**config.mk**
```make
export PLATFORM = sky130hd
export DESIGN_NAME = letc_core_iter_comparator
export DESIGN_NICKNAME = d
export VERILOG_FILES = /design/src/rtl/letc_core_iter_comparator.sv
export SDC_FILE = /design/constraint.sdc
export NUM_CORES = 1
export LEC_CHECK = 0
export ABC_AREA = 1
export BUFFER_PORTS_ARGS = -buffer_cell sky130_fd_sc_hd__buf_4
export CORE_MARGIN = 2
export CORE_UTILIZATION = 45
export CTS_BUF_LIST = sky130_fd_sc_hd__clkbuf_16
export CTS_CLUSTER_DIAMETER = 150
export CTS_CLUSTER_SIZE = 16
export DETAILED_ROUTE_END_ITERATION = 8
export PLACE_DENSITY = 0.78
export REMOVE_ABC_BUFFERS = 1
export SYNTH_ARGS = -nofsm -noshare
export SYNTH_HDL_FRONTEND = slang
export SYNTH_SLANG_ARGS = --single-unit
```
**constraint.sdc**
```tcl
create_clock -name i_clk -period 3.3 [get_ports i_clk]
set_clock_uncertainty 0.2 [all_clocks]
set_input_delay 0.33 -clock i_clk [delete_from_list [all_inputs] [get_ports i_clk]]
set_output_delay 0.33 -clock i_clk [all_outputs]
set_load 0.02 [all_outputs]
```
**src/rtl/letc_core_iter_comparator.sv**
```systemverilog
`default_nettype none
// ============================================================================
// Module   : letc_core_iter_comparator
// Purpose  : Multi-cycle branch/CSR comparator. Evaluates one comparison on
//            two WIDTH-bit operands MSB-first, CHUNK bits per cycle, and
//            stops at the first differing slice. The 1-bit result is returned
//            over a valid/ready handshake.
// Revision : 1.0 - initial release
// ----------------------------------------------------------------------------
// Parameters
//   WIDTH            operand width (>= 2)
//   CHUNK            slice width per cycle (must divide WIDTH)
// Ports
//   i_clk            clock, all state updates on the rising edge
//   i_rst            synchronous active-high reset, clears every register
//   i_flush          synchronous abort of any in-flight operation
//   i_valid/o_ready  request handshake (accepted only in IDLE)
//   i_rs1, i_rs2     operands A and B, sampled on the accept edge only
//   i_cmp_operation  cmp_op_e encoding: EQ=0 NE=1 LT=2 GE=3 LTU=4 GEU=5
//   o_valid/i_ready  result handshake (result held until taken)
//   o_cmp_result     comparison result, meaningful while o_valid is high
//   o_busy           high while an operation is in BUSY or DONE
// ============================================================================
module letc_core_iter_comparator #(
  parameter int WIDTH = 32,
  parameter int CHUNK = 8
) (
  input  logic             i_clk,
  input  logic             i_rst,
  input  logic             i_flush,
  input  logic             i_valid,
  output logic             o_ready,
  input  logic [WIDTH-1:0] i_rs1,
  input  logic [WIDTH-1:0] i_rs2,
  input  logic [2:0]       i_cmp_operation,
  output logic             o_valid,
  input  logic             i_ready,
  output logic             o_cmp_result,
  output logic             o_busy
);

  // --------------------------------------------------------------------------
  // Constants
  // --------------------------------------------------------------------------
  localparam int c_NCHUNK = WIDTH / CHUNK;
  // A single-slice configuration still needs a 1-bit index register.
  localparam int c_IDXW   = (c_NCHUNK > 1) ? $clog2(c_NCHUNK) : 1;

  localparam logic [c_IDXW-1:0] c_IDX_ZERO = '0;
  localparam logic [c_IDXW-1:0] c_IDX_ONE  = c_IDXW'(1);
  localparam logic [c_IDXW-1:0] c_IDX_LAST = c_IDXW'(c_NCHUNK - 1);

  // cmp_op_e encodings
  localparam logic [2:0] c_CMP_EQ  = 3'd0;
  localparam logic [2:0] c_CMP_NE  = 3'd1;
  localparam logic [2:0] c_CMP_LT  = 3'd2;
  localparam logic [2:0] c_CMP_GE  = 3'd3;
  localparam logic [2:0] c_CMP_LTU = 3'd4;
  localparam logic [2:0] c_CMP_GEU = 3'd5;

  // --------------------------------------------------------------------------
  // State machine encoding
  // --------------------------------------------------------------------------
  typedef enum logic [1:0] {
    S_IDLE = 2'd0,
    S_BUSY = 2'd1,
    S_DONE = 2'd2
  } state_e;

  state_e r_state;
  state_e w_state_nxt;

  // --------------------------------------------------------------------------
  // Registers
  // --------------------------------------------------------------------------
  logic [WIDTH-1:0]  r_rs1;
  logic [WIDTH-1:0]  r_rs2;
  logic [2:0]        r_op;
  logic [c_IDXW-1:0] r_idx;
  logic              r_result;

  // --------------------------------------------------------------------------
  // Slice extraction: element g holds bits [WIDTH-1-g*CHUNK -: CHUNK], so
  // element 0 is the most significant slice.
  // --------------------------------------------------------------------------
  logic [CHUNK-1:0] w_a_sl [c_NCHUNK];
  logic [CHUNK-1:0] w_b_sl [c_NCHUNK];

  for (genvar g = 0; g < c_NCHUNK; g++) begin : g_slice
    assign w_a_sl[g] = r_rs1[WIDTH-1-g*CHUNK -: CHUNK];
    assign w_b_sl[g] = r_rs2[WIDTH-1-g*CHUNK -: CHUNK];
  end

  // --------------------------------------------------------------------------
  // Slice compare and result mapping
  // --------------------------------------------------------------------------
  logic [CHUNK-1:0] w_sa;
  logic [CHUNK-1:0] w_sb;
  logic             w_signed;
  logic             w_diff;
  logic             w_last;
  logic             w_eq;
  logic             w_lt;
  logic             w_res;

  always_comb begin
    w_sa     = w_a_sl[r_idx];
    w_sb     = w_b_sl[r_idx];
    // Signed ordering on the MSB slice: inverting both sign bits turns a
    // two's-complement compare into an unsigned one.
    w_signed = ((r_op == c_CMP_LT) || (r_op == c_CMP_GE)) && (r_idx == c_IDX_ZERO);
    w_sa[CHUNK-1] = w_sa[CHUNK-1] ^ w_signed;
    w_sb[CHUNK-1] = w_sb[CHUNK-1] ^ w_signed;

    w_diff = (w_sa != w_sb);
    w_last = (r_idx == c_IDX_LAST);
    // When no slice differs the operands are equal, so lt is forced low.
    w_eq   = !w_diff;
    w_lt   = w_diff && (w_sa < w_sb);

    case (r_op)
      c_CMP_EQ:  w_res = w_eq;
      c_CMP_NE:  w_res = !w_eq;
      c_CMP_LT:  w_res = w_lt;
      c_CMP_GE:  w_res = !w_lt;
      c_CMP_LTU: w_res = w_lt;
      c_CMP_GEU: w_res = !w_lt;
      default:   w_res = 1'b0;
    endcase
  end

  // --------------------------------------------------------------------------
  // FSM: state register
  // --------------------------------------------------------------------------
  always_ff @(posedge i_clk) begin
    if (i_rst) begin
      r_state <= S_IDLE;
    end else begin
      r_state <= w_state_nxt;
    end
  end

  // --------------------------------------------------------------------------
  // FSM: next state and handshake outputs
  // --------------------------------------------------------------------------
  always_comb begin
    w_state_nxt = r_state;
    o_ready     = 1'b0;
    o_valid     = 1'b0;
    o_busy      = 1'b0;

    case (r_state)
      S_IDLE: begin
        o_ready = 1'b1;
        if (i_valid) begin
          w_state_nxt = S_BUSY;
        end
      end
      S_BUSY: begin
        o_busy = 1'b1;
        if (w_diff || w_last) begin
          w_state_nxt = S_DONE;
        end
      end
      S_DONE: begin
        o_busy  = 1'b1;
        o_valid = 1'b1;
        if (i_ready) begin
          w_state_nxt = S_IDLE;
        end
      end
      default: begin
        w_state_nxt = S_IDLE;
      end
    endcase

    // Abort wins over any handshake in the same cycle.
    if (i_flush) begin
      w_state_nxt = S_IDLE;
    end
  end

  // --------------------------------------------------------------------------
  // Datapath registers
  // --------------------------------------------------------------------------
  always_ff @(posedge i_clk) begin
    if (i_rst) begin
      r_rs1    <= '0;
      r_rs2    <= '0;
      r_op     <= '0;
      r_idx    <= '0;
      r_result <= 1'b0;
    end else if (!i_flush) begin
      if ((r_state == S_IDLE) && i_valid) begin
        r_rs1 <= i_rs1;
        r_rs2 <= i_rs2;
        r_op  <= i_cmp_operation;
        r_idx <= c_IDX_ZERO;
      end
      if (r_state == S_BUSY) begin
        if (w_diff || w_last) begin
          r_result <= w_res;
        end else begin
          // Only advances below the last slice, so it never wraps.
          r_idx <= r_idx + c_IDX_ONE;
        end
      end
    end
  end

  assign o_cmp_result = r_result;

endmodule
`default_nettype wire

```
Word level (Yosys, flattened, before mapping)
Cells that the tools add are included.
{"block": "classes", "add_sub_neg": 1, "multipliers": 0, "eq_ne": 12, "muxes": 17, "n_bitwise": 4, "order_cmp": 2, "n_reduce_logical": 17, "div": 0, "n_shift": 0}
{"operator": "8-bit binary-select mux with 2-bit select", "count": 2}
{"operator": "8-bit two-way mux", "count": 4}
{"operator": "2-bit two-way mux", "count": 6}
{"operator": "8-bit < comparator", "count": 1}
{"operator": "8-bit != test", "count": 1}
{"operator": "2-bit OR reduction", "count": 4}
{"operator": "3-bit by 2-bit == test with 1-bit output, second input constant", "count": 2}
{"operator": "3-bit == test, second input constant", "count": 2}
{"operator": "2-bit != test, second input constant", "count": 3}
{"operator": "2-bit one-hot mux with 3 select lines", "count": 1}
{"operator": "3-bit AND reduction", "count": 2}
{"operator": "2-bit == test, second input constant", "count": 2}
{"operator": "2-bit logical NOT", "count": 2}
{"operator": "1-bit one-hot mux with 4 select lines", "count": 1}
{"operator": "3-bit by 1-bit == test with 1-bit output, second input constant", "count": 1}
{"operator": "3-bit greater-or-equal comparator, second input constant", "count": 1}
{"operator": "1-bit logical AND", "count": 3}
{"operator": "3-bit logical NOT", "count": 1}
{"operator": "1-bit two-way mux", "count": 3}
{"operator": "2-bit NOT with 3-bit output", "count": 1}
{"operator": "2-bit by 1-bit adder with 2-bit output, second input constant", "count": 1}
{"operator": "2-bit by 1-bit == test with 1-bit output, second input constant", "count": 1}
{"operator": "1-bit logical NOT", "count": 2}
{"operator": "1-bit logical OR", "count": 2}
{"operator": "3 further kinds", "count": 4}
{"block": "totals", "n_memories": 0, "ram_bits": 0, "mem_bits_ro": 0, "latchBits": 0, "register_bits": 72}

Logic depth before layout (Yosys ltp)
{"block": "logic_depth", "depth_word": 9, "mapped_depth": 17, "mapped_depth_nobuf": 15}

Least setup slack after synthesis
OpenSTA, ideal clock, no wires.
{"block": "synth_path", "kind": "register to register", "from": "reg r_idx[0]", "to": "reg r_state[1]", "required_ns": 2.984, "stages_incl_launch_ff": 15, "t_arrival_ns": 2.255, "setup_slack_ns": 0.730, "setup_ns": 0.116, "period_less_slack_ns": 2.570, "path_cell_list": "dfxtp_1 -> clkbuf_2 -> clkinv_1 -> buf_2 -> ha_1 -> nand3_1 -> xor2_1 -> ha_1 -> nand2_1 -> nor2_2 -> nand3b_1 -> o21ai_1 -> or2_2 -> o21ai_0 -> nor2_1"}
{"block": "synth_via", "elab_chain_len": 9, "elab_cells_between_ends": 16, "classes_between": "eq/ne: 3; mux: 6; bitwise: 3; reduce/logical: 4"}
{"item": "start: declaration", "line": "79", "text": "logic [c_IDXW-1:0] r_idx;"}
{"item": "start signal: assignment", "line": "198", "text": "r_idx <= c_IDX_ZERO;"}
{"item": "start signal: assignment", "line": "205", "text": "r_idx <= r_idx + c_IDX_ONE;"}
{"item": "2-bit NOT with 3-bit output (implied by the code)", "line": "107, 108"}
{"item": "8-bit binary-select mux with 2-bit select, on equally long branches", "line": "107, 108"}
{"item": "8-bit two-way mux, on equally long branches (2 in a row)", "line": "107, 108"}
{"item": "1-bit XOR, on equally long branches", "line": "112, 113"}
{"item": "8-bit != test", "line": "115", "text": "w_diff = (w_sa != w_sb);"}
{"item": "1-bit logical OR (*)", "line": "161", "text": "if (w_diff || w_last) begin"}
{"item": "2-bit != test (no source line) (*)"}
{"item": "3-bit AND reduction (no source line) (*)"}
{"item": "end signal: assignment", "line": "139", "text": "r_state <= w_state_nxt;"}
{"item": "end: declaration", "line": "70", "text": "state_e r_state;"}
Mark *: on every way between the ends. The rest lies on a longest branch, timed or not. The select of a mux whose other input is x is not followed.
A chain may end at the register's enable or synchronous reset.

Worst setup path in the final report
Same ends and word-level chain as after synthesis.

==> run metrics <==
outcome=finished clean; TritonCTS clock tree=built; fin area=around 4200 um^2; share of the synthesized area in the top cell type=0.431; initial antenna violation count=0; fin cells=roughly 640; number of global-route vias before repair=about 3100; TNS Setup=0 ns; commonest non-fill, non-tap cell in the layout=nand2_1; PwrDens=roughly 520 nW/um^2; cell depth of the worst flop-to-flop path=12; CP max FO=22; reg-to-reg critical path endpoint=r_state[1]$_SDFFE_PP0P_; Net count, final=619; Inst Count DP=622; RD Place Congestion=about 0.88; synthesized cell area=about 3300 um^2; FF+latch count, synth=slightly above 70; crit path time final=~2.9 ns; row count=31; relative slew slack=0.513; hpwl dp=between 5000 and 6000 um; wire per inst=between 10 and 15 um; max_cap viols=0; GRT Util Overall=0.195; TritonCTS Sinks=72; Max Fclk=between 300 and 400 MHz; final wirelength=a little under 8000 um; final core utilization=0.586; DR DRC count=0; share of post-route cells with drive strength above 1=0.187; crit share post-route=0.876; Hold Path Class=primary input to flip-flop; synth warn=0; worst slew pin tran=0.730 ns; top cells by area, synth=dfxtp_1 (43%), nand2_1 (19%), a21oi_1 (12%); Design Power=2.20 mW; Clock Tree Buf Depth=2; Area growth, synth to finish=26.4%; Die Area=8130 um^2; Clk Latency, worst-skew pair=approximately 0.33 ns; Hold Vio Cnt, Final=0; CTS clock-pin slew for the worst setup and hold paths=roughly 0.06 ns; Cell Area, Placed=a little under 4000 um^2; syn_area_per_cell=between 7 and 8 um^2; Worst Setup EP=r_state[1]$_SDFFE_PP0P_; largest net degree at the start of global routing=72; biggest area consumer among synthesized cells=dfxtp_1; r2r startpoint=r_idx[0]$_SDFFE_PP0N_; Hold WS=around 0.06 ns; Final setup viols=0; Worst setup startpoint=r_idx[0]$_SDFFE_PP0N_; I/O pin count=76; number of hold buffers added after cts=0; Vias=roughly 3200; DRT Pass-1 Iters=4; grt ovf=0; initial DRC count=roughly 150; crit path DAT=roughly 2.9 ns; clock root cell=clkbuf_16; die height=90.2 um; Leak=roughly 1.8 nW; Vias/cell=5.07; Core Area=7210 um^2; Initial Util=0.463; Seq/Total Area, Yosys=0.431; peak supply drop=about 0.00027 V; post-CTS setup buffer count=0; R2R setup slack=between 0.4 and 0.5 ns; Slew Limit Fails=0; H-tree lvl count=3; cell count after synthesis=approximately 470; ANT cells=0; final setup margin=around 0.41 ns; WS Path Type=flip-flop to flip-flop; RSZ-0062 raised after global routing=no; CP Launch Type=flip-flop; first-pass GRT wire length=around 13000 um; Worst Path Required=3.32 ns; most frequent cells in the layout=nand2_1 (169), buf_4 (83), a21oi_1 (78); dpl ws=approximately 0.40 ns; I/O Buffers=75; Num CTS Buffers=9; Post-DRT Antenna Nets=0; Crit. End Element=flip-flop; Die X=approximately 90 um; CTS resizes=0; Netlist cell types=27
-- flip-flops by register name, summed over array words and instances (netlist names) --
name          cells
o_cmp_result      1
r_idx             2
r_op              3
r_rs1            32
r_rs2            32
r_state           2
-- worst min path at each step --
stage	from	endpoint	slack, ns	cells after the start
floorplan	i_rst	o_cmp_result$_SDFFE_PP0P_	0.20	1
global placement	r_rs1[13]$_SDFFE_PP0P_	r_rs1[13]$_SDFFE_PP0P_	0.25	2
finish	i_rs2[16]	r_rs2[16]$_SDFFE_PP0P_	0.06	3
global route	i_rs1[28]	r_rs1[28]$_SDFFE_PP0P_	0.06	3
detailed placement	r_rs1[25]$_SDFFE_PP0P_	r_rs1[25]$_SDFFE_PP0P_	0.25	2
CTS	i_rs2[8]	r_rs2[8]$_SDFFE_PP0P_	0.05	3
-- metal layers --
metal,up-vias,wire (um),track usage,share of wire
met1,1475,3460,0.231,0.44
met4,0,146,0.0795,0.018
met2,84,3900,0.336,0.49
met5,-,0,0,0
li1,1662,-,-,-
met3,15,413,0.0520,0.052
-- area by class of cell --
type                    count  area [um^2]
well taps                  99          124
clock buffers               9          225
clock inverters             7         62.6
flip-flops and latches     72         1440
repair buffers             83          623
inverters                  21         78.8
multi-input cells         347         1670
fillers                   730         2990
-- kinds of logic (layout without fill, tap and decap cells) --
logic type / count (synthesis) / after routing / share of synthesized area
AOI/OAI and AO/OA: 121 / 121 / 0.197
xor gates and xnor gates: 3 / 3 / 0.00787
adders and majority gates: 13 / 13 / 0.0487
buffers and inverters: 53 / 120 / 0.0689
DFF: 72 / 72 / 0.431
and+or+nand+nor: 210 / 210 / 0.246
-- synth_stat cells --
master	number
nor2_2	1
nand3b_1	1
nor3_1	1
a21oi_1	78
buf_4	6
nor2_1	29
or2_2	1
xor2_1	1
buf_2	6
a211oi_1	3
xnor2_1	2
o21ai_1	2
dfxtp_1	72
o22ai_1	9
or2_0	1
clkbuf_2	1
clkbuf_1	18
nand2_1	169
o21ai_0	22
clkinv_1	1
buf_1	1
inv_1	18
ha_1	13
nand3_1	6
a32o_1	7
inv_2	2
nor3_4	1
-- worst max-delay path: stages (launching register included) --
cell	delay [ns]
dfxtp_1	0.33
clkinv_1	0.44
ha_1	0.41
nand3_1	0.13
xor2_1	0.16
ha_1	0.26
nand2_1	0.10
nor2_2	0.06
nand3b_1	0.12
o21ai_1	0.08
or2_2	0.29
o21ai_0	0.15
nor2_1	0.05
-- power breakdown --
| group | internal, mW | switching [mW] | total, mW |
|---|---|---|---|
| registers | 0.917 | 0.0269 | 0.944 |
| clock network | 0.576 | 0.347 | 0.924 |
| logic | 0.149 | 0.187 | 0.336 |
Power figures use the tool's default switching activity.
